`config.mk`:
```
export PLATFORM = sky130hd
export DESIGN_NAME = cpa_pipe
export DESIGN_NICKNAME = d
export VERILOG_FILES = /design/src/rtl/cpa_pkg.sv /design/src/rtl/cpa_chunk.sv /design/src/rtl/cpa_pipe.sv
export SDC_FILE = /design/constraint.sdc
export NUM_CORES = 1
export LEC_CHECK = 0
export ABC_AREA = 1
export CELL_PAD_IN_SITES_DETAIL_PLACEMENT = 1
export CELL_PAD_IN_SITES_GLOBAL_PLACEMENT = 1
export CORE_ASPECT_RATIO = 0.6
export CORE_MARGIN = 2
export CORE_UTILIZATION = 42
export CTS_CLUSTER_SIZE = 25
export DETAILED_ROUTE_END_ITERATION = 10
export PLACE_DENSITY = 0.93
export SETUP_SLACK_MARGIN = 0.15
export SLEW_MARGIN = 15
export SYNTH_ARGS = -nofsm -noshare
export SYNTH_HDL_FRONTEND = slang
export SYNTH_SLANG_ARGS = --single-unit
```
`constraint.sdc`:
```
create_clock -name clk -period 4.5 [get_ports clk]
set_clock_uncertainty 0.15 [all_clocks]
set_input_delay 0.675 -clock clk [delete_from_list [all_inputs] [get_ports clk]]
set_output_delay 0.675 -clock clk [all_outputs]
set_load 0.02 [all_outputs]
```
`src/rtl/cpa_pkg.sv`:
```
// rtl/cpa_pkg.sv - shared types, limits and chunk-width helper for the pipelined CPA
//
// Purpose : Chunk-adder architecture selector, legal parameter limits and
//           the chunk-width helper used by cpa_pipe and cpa_chunk.
// Contents: cpa_arch_e, CPA_MAX_BITS, CPA_MAX_STAGES, cpa_chunk_w().
package cpa_pkg;

    typedef enum logic [1:0] {
        CPA_BEHAV,
        CPA_RCA,
        CPA_KS
    } cpa_arch_e;

    localparam int CPA_MAX_BITS   = 128;
    localparam int CPA_MAX_STAGES = 8;

    // ceil(bits / stages)
    function automatic int cpa_chunk_w(input int bits, input int stages);
        return (bits + stages - 1) / stages;
    endfunction

endpackage

```
`src/rtl/cpa_chunk.sv`:
```
// rtl/cpa_chunk.sv - combinational W-bit chunk adder with selectable architecture
//
// Purpose : One W-bit slice of the carry-propagate adder. Purely combinational.
// Ports   : a, b  [W-1:0] in   addends
//           ci            in   carry into bit 0
//           s     [W-1:0] out  sum
//           co            out  carry out of bit W-1
//           c_msb         out  carry into bit W-1 (feeds signed overflow)
module cpa_chunk
    import cpa_pkg::*;
#(
    parameter int        W    = 8,
    parameter cpa_arch_e ARCH = CPA_BEHAV
) (
    input  logic [W-1:0] a,
    input  logic [W-1:0] b,
    input  logic         ci,
    output logic [W-1:0] s,
    output logic         co,
    output logic         c_msb
);

    logic [W-1:0] w_s;
    logic         w_co;

    if (ARCH == CPA_RCA) begin : g_rca
        logic [W:0] w_c;

        always_comb begin
            w_c    = '0;
            w_c[0] = ci;
            for (int i = 0; i < W; i++) begin
                w_c[i+1] = (a[i] & b[i]) | (w_c[i] & (a[i] ^ b[i]));
            end
        end

        assign w_s  = a ^ b ^ w_c[W-1:0];
        assign w_co = w_c[W];
    end else if (ARCH == CPA_KS) begin : g_ks
        logic [W-1:0] w_p;
        logic [W-1:0] w_gk;
        logic [W-1:0] w_pk;
        logic [W-1:0] w_gt;
        logic [W-1:0] w_pt;
        logic [W:0]   w_cv;

        // Carry-in is folded into bit 0's generate so the prefix result at
        // bit i is directly the carry out of bit i.
        always_comb begin
            w_p     = a ^ b;
            w_gk    = a & b;
            w_gk[0] = w_gk[0] | (w_p[0] & ci);
            w_pk    = w_p;
            w_gt    = '0;
            w_pt    = '0;
            for (int d = 1; d < W; d = d * 2) begin
                w_gt = w_gk;
                w_pt = w_pk;
                for (int i = d; i < W; i++) begin
                    w_gt[i] = w_gk[i] | (w_pk[i] & w_gk[i-d]);
                    w_pt[i] = w_pk[i] & w_pk[i-d];
                end
                w_gk = w_gt;
                w_pk = w_pt;
            end
        end

        assign w_cv = {w_gk, ci};
        assign w_s  = w_p ^ w_cv[W-1:0];
        assign w_co = w_cv[W];
    end else begin : g_behav
        assign {w_co, w_s} = {1'b0, a} + {1'b0, b} + {{W{1'b0}}, ci};
    end

    assign s     = w_s;
    assign co    = w_co;
    // Sum bit = a ^ b ^ carry-in, so the carry into the MSB is recoverable
    // from the MSB alone; for W=1 this reduces to ci.
    assign c_msb = a[W-1] ^ b[W-1] ^ w_s[W-1];

endmodule

```
`src/rtl/cpa_pipe.sv`:
```
// rtl/cpa_pipe.sv - pipelined carry-propagate adder/subtractor with valid/ready handshake
//
// Purpose : BITS-wide add/subtract split into STAGES carry-pipelined chunks.
// Ports   : clk, rst_n        clock, synchronous active-low reset
//           in_valid/in_ready operand handshake
//           a, b [BITS-1:0]   operands; ci carry-in (add only); sub selects a-b
//           out_valid/out_ready result handshake
//           s [BITS-1:0]      sum/difference; co carry-out (sub: 1 = no borrow)
//           ovf               two's-complement signed overflow
module cpa_pipe
    import cpa_pkg::*;
#(
    parameter int        BITS   = 32,
    parameter int        STAGES = 2,
    parameter cpa_arch_e ARCH   = CPA_BEHAV
) (
    input  logic            clk,
    input  logic            rst_n,
    input  logic            in_valid,
    output logic            in_ready,
    input  logic [BITS-1:0] a,
    input  logic [BITS-1:0] b,
    input  logic            ci,
    input  logic            sub,
    output logic            out_valid,
    input  logic            out_ready,
    output logic [BITS-1:0] s,
    output logic            co,
    output logic            ovf
);

    localparam int CW = cpa_chunk_w(BITS, STAGES);

    if (BITS < 1 || BITS > CPA_MAX_BITS || STAGES < 1 || STAGES > CPA_MAX_STAGES ||
        STAGES > BITS || (STAGES * CW - CW) >= BITS) begin : g_bad_params
        $error("cpa_pipe: illegal BITS/STAGES combination");
    end

    // Per-stage registers: operands keep the not-yet-added upper chunks,
    // r_s accumulates the finished lower chunks, r_c is the chunk carry.
    logic [STAGES-1:0] r_valid;
    logic [STAGES-1:0] r_c;
    logic [BITS-1:0]   r_a [STAGES];
    logic [BITS-1:0]   r_b [STAGES];
    logic [BITS-1:0]   r_s [STAGES];
    logic              r_ovf;

    logic [STAGES-1:0] w_ld;
    logic [STAGES-1:0] w_v_i;
    logic [STAGES-1:0] w_c_i;
    logic [STAGES-1:0] w_co;
    logic              w_cm  [STAGES];
    logic [BITS-1:0]   w_a_i [STAGES];
    logic [BITS-1:0]   w_b_i [STAGES];
    logic [BITS-1:0]   w_s_i [STAGES];
    logic [BITS-1:0]   w_s_o [STAGES];

    // A stage loads when it is empty or its successor loads, so bubbles
    // collapse and a stalled output back-pressures only the full stages.
    always_comb begin
        w_ld           = '0;
        w_ld[STAGES-1] = ~r_valid[STAGES-1] | out_ready;
        for (int k = STAGES - 2; k >= 0; k--) begin
            w_ld[k] = ~r_valid[k] | w_ld[k+1];
        end
    end

    always_comb begin
        w_v_i    = '0;
        w_c_i    = '0;
        w_a_i[0] = a;
        w_b_i[0] = sub ? ~b : b;
        w_s_i[0] = '0;
        w_c_i[0] = sub | ci;
        w_v_i[0] = in_valid;
        for (int k = 1; k < STAGES; k++) begin
            w_a_i[k] = r_a[k-1];
            w_b_i[k] = r_b[k-1];
            w_s_i[k] = r_s[k-1];
            w_c_i[k] = r_c[k-1];
            w_v_i[k] = r_valid[k-1];
        end
    end

    for (genvar k = 0; k < STAGES; k++) begin : g_stage
        localparam int LO = k * CW;
        localparam int HI = ((k + 1) * CW < BITS) ? (k + 1) * CW : BITS;
        localparam int WK = HI - LO;
        localparam logic [BITS-1:0] MASK = ({BITS{1'b1}} >> (BITS - WK)) << LO;

        logic [WK-1:0] w_sum;

        cpa_chunk #(
            .W    (WK),
            .ARCH (ARCH)
        ) u_chunk (
            .a     (w_a_i[k][HI-1:LO]),
            .b     (w_b_i[k][HI-1:LO]),
            .ci    (w_c_i[k]),
            .s     (w_sum),
            .co    (w_co[k]),
            .c_msb (w_cm[k])
        );

        assign w_s_o[k] = (w_s_i[k] & ~MASK) | (BITS'(w_sum) << LO);
    end

    always_ff @(posedge clk) begin
        if (!rst_n) begin
            r_valid <= '0;
            r_c     <= '0;
            r_ovf   <= 1'b0;
            for (int k = 0; k < STAGES; k++) begin
                r_a[k] <= '0;
                r_b[k] <= '0;
                r_s[k] <= '0;
            end
        end else begin
            for (int k = 0; k < STAGES; k++) begin
                if (w_ld[k]) begin
                    r_valid[k] <= w_v_i[k];
                    r_a[k]     <= w_a_i[k];
                    r_b[k]     <= w_b_i[k];
                    r_s[k]     <= w_s_o[k];
                    r_c[k]     <= w_co[k];
                end
            end
            if (w_ld[STAGES-1]) begin
                r_ovf <= w_cm[STAGES-1] ^ w_co[STAGES-1];
            end
        end
    end

    assign in_ready  = w_ld[0];
    assign out_valid = r_valid[STAGES-1];
    assign s         = r_s[STAGES-1];
    assign co        = r_c[STAGES-1];
    assign ovf       = r_ovf;

endmodule

```
# == Word-level counts from Yosys, hierarchy flattened ==
# Memories as Yosys holds them, arrays and structs flattened.
# Cells that the tools add are included.
# op_classes
n_eq_ne,0
n_div,0
addsub,4
n_shift,0
bitwise_logic,16
reduce_logical,0
n_mux,14
n_mul,0
magnitude_cmp,0
# op_table
operator,n
2-to-1 mux 32 bit,7
adder 16 x 16 -> 17 bit,2
adder 17 x 1 -> 17 bit,2
NOT 32 bit,1
bitwise OR 16 x 32 -> 32 bit,1
bitwise OR 1 bit,9
2-to-1 mux 1 bit,7
XOR 1 bit,3
NOT 1 bit,2
# totals
rom_bits,0
n_memories,3
inputBits,70
mem_bits_rw,192
elab_cells,42
ff_bits,5
latch_bits,0
output_inout_bits,36
# memory_table
memory,words,width,read_ports,rd_clocked_by_memory_dff,write_ports,line,source
r_a,2,32,1,0,2,cpa_pipe.sv:43,logic [BITS-1:0] r_a [STAGES];
r_b,2,32,1,0,2,cpa_pipe.sv:44,logic [BITS-1:0] r_b [STAGES];
r_s,2,32,2,0,2,cpa_pipe.sv:45,logic [BITS-1:0] r_s [STAGES];

# == Longest topological paths before layout ==
# logic_depth
depth_word,7
mapped_depth,15
mapped_depth_nobuf,13

# == By module ==
# From an unflattened synthesis, not the netlist that was laid out.
# unflattened
hier_cells,702
area_unflattened_um2,5874.4
# modules_own_cells
mod,area_per_inst_um2,cells_each,n_inst,seq_area_each_um2
cpa_pipe,3908.7,334,1,2502.4
cpa_chunk (g_stage[1].u_chunk),994.7,184,1,0.0
cpa_chunk (g_stage[0].u_chunk),970.9,184,1,0.0

# == Least setup slack after synthesis ==
# OpenSTA, ideal clock, no wires.
# synth_path
path_kind,input to register
start,input sub
end,"memory r_s[0][8], data pin"
path_slack_ns,1.472
setup_ns,0.255
cell_stages,15
arrival_time_ns,2.624
path_cell_list,buf_2 -> buf_2 -> or2_2 -> fa_1 -> inv_1 -> fa_1 -> inv_1 -> nand2_1 -> o21ai_2 -> a21boi_0 -> inv_1 -> nand2_1 -> nand3_1 -> nand2_1 -> nor2_1
# synth_lines
element,line,source
start: declaration,cpa_pipe.sv:24,"input logic sub,"
end: declaration,cpa_pipe.sv:45,

==> results.md <==
* Outcome: complete, no violations
* Crit path time final at 3120 ps
* Share of cells above drive strength 1 at 4.98%
* Drt pass-1 iters at 4
* Crit path launch type: primary input
* Worst Hold Class: flop to flop
* Final Cell Area at 6610 µm²
* Req. time, crit path at 4440 ps
* CP Max Fanout at 18
* Vias per cell at 5.02
* Post-cts sizing count at 0
* Port Buffers at 105
* Die width at 149 µm
* Syn_area_per_cell at 8.81 µm²
* PwrDens at 364 nW/µm²
* Synthesized area at 5310 µm²
* Yosys top cell area share at 45.2%
* Commonest non-fill, non-tap cell in the layout: nand2_1
* Synthesis Warnings at 0
* Core area at 12200 µm²
* Max VDD drop at 0.220 mV
* Netlist cell types at 34
* Max-capacitance violation count at 0
* Unrepaired setup endpoints after global routing: no
* Area grow syn2layout at 24.4%
* # hold bufs at CTS at 0
* FP Rows at 31
* Met2 WL at 6.98 mm
* Syn_nets at 707
* CTS Sinks at 85
* Vias in the first global route at 4540
* Reg clk slew, reported paths at 70 ps
* Number of diodes at 0
* Die area at 13600 µm²
* DR WL/cell at 17.0 µm
* Remaining antenna violation count after routing at 0
* Setup crit end kind: flop
* CTS Buf Count at 9
* First-pass GRT wire length at 22.6 mm
* DR WL met3 at 773 µm
* Overflow after GRT at 0
* Io pins at 106
* Gpl congestion at 0.883
* Fin nets at 782
* Dpl ws at 1020 ps
* Peak Freq at 321 MHz
* Leakage at 3.03 nW
* Final period util at 69.3%
* Maximum clock insertion buffer count at 2
* Top post-synthesis cells by area: edfxtp_1, nand2_1, ha_1
* Synth Register Bits at 85
* Final core occ at 54.3%
* Final slew viol count at 0
* Final setup violation count at 0
* Post-CTS Setup Inserts at 0
* Hold Vio Cnt, Final at 0
* DR vias at 4259
* M1 WL at 6.57 mm
* Dpl cell area at 6290 µm²
* Most frequent cells in the layout: nand2_1, clkdlybuf4s50_1, nor2_1
* Total wire length at 14.5 mm
* Initial DRC Count at 200
* Worst skew pair latency at 340 ps
* Number of remaining DRC errors at 0
* Total track usage at 21.7%
* Die H at 91.1 µm
* Critical path data arrival time at 3060 ps
* Crit Path Category: primary input to flop
* Largest net degree at the start of global routing at 50
* Setup tns final at 0 ps
* Root Buffer: clkbuf_16
* Worst rel slew slack at 43.6%
* Worst setup margin at 1380 ps
* Cell count after synthesis at 603
* Seq/Total Area, Yosys at 47.1%
* Synth area leader: edfxtp_1
* DP HPWL at 10.9 mm
* Slew @ Worst Pin at 845 ps
* Top routing layer used: met4
* Initial antenna violation count at 0
* Initial core utilization at 43.6%
* TritonCTS clock tree: built
* CTS H-tree depth at 3
## layout make-up
type | instances | area [µm²]
Multi-Input combinational cell | 385 | 2180
Inverter | 89 | 334
Clock inverter | 5 | 85.1
Timing Repair Buffer | 108 | 1070
Tap cell | 165 | 206
Clock buffer | 11 | 233
Sequential cell | 85 | 2500
Fill cell | 1434 | 5570
## per-stage QoR
stage	cells	total power, mW	hold WS, ps
6_report	848	2.41	402
2_1_floorplan	603	1.40	315
5_1_grt	848	2.50	402
4_1_cts	848	2.42	390
3_5_place_dp	832	1.61	371
3_3_place_gp	832	1.57	332
## path summary, 6_finish.rpt
kind	slack, ps	depth (start not counted)	end	from
min	400	2	r_valid[1]	r_valid[0]
max reg2reg	1920	10	r_s[0][60]	r_b[0][16]
min reg2reg	400	2	r_valid[1]	r_valid[0]
max	1380	13	r_s[0][8]	sub
## layer usage
metal,vias up,track usage (%)
li1,2065,-
met1,2073,27.3
met2,109,37.8
met3,12,5.38
met4,0,5.00
met5,-,0
## kinds of logic (layout without fill, tap and decap cells)
group                    count (synthesis)  after routing  synth area share [%]
AND/OR/NAND/NOR                        242            242                  19.0
buffers and inverters                  133            213                  12.0
flip-flops                              85             85                  47.1
AO/OA/AOI/OAI                           77             77                  8.08
adder cells (fa/ha/maj)                 34             34                  8.57
XOR/XNOR                                32             32                  5.28
## where the power goes
group          internal [mW]  leakage (nW)  switching [mW]
Sequential             0.964         0.969          0.0318
Clock                  0.489         0.150           0.318
Combinational          0.256          1.91           0.346
## synthesized netlist by cell type (all sizes together)
master,number
o21bai,4
xor2,15
ha,30
nand2,111
nand3,19
nor2,95
nor3,4
o31ai,1
edfxtp,80
buf,44
dfxtp,5
o21ai,17
nor3b,3
inv,89
a21oi,47
a21boi,2
xnor2,17
or2b,1
o21a,5
a21o,1
nand4,2
or2,3
and2,4
fa,4
## worst max-delay path: stages
cell and delay (ps):
buf_2 420, xor2_1 270, fa_1 230, inv_1 60, fa_1 360, inv_1 90
nand2_1 80, o21ai_2 230, a21boi_0 170, inv_1 150, nand2_1 100, a21oi_1 150
nor2_1 60
## registers in the layout, summed over array words and instances, names as in the netlist
name,cells
r_s,48
r_c,2
ovf,1
r_b,16
r_a,16
r_valid,2
No activity file was read; power rests on OpenSTA's default activity.
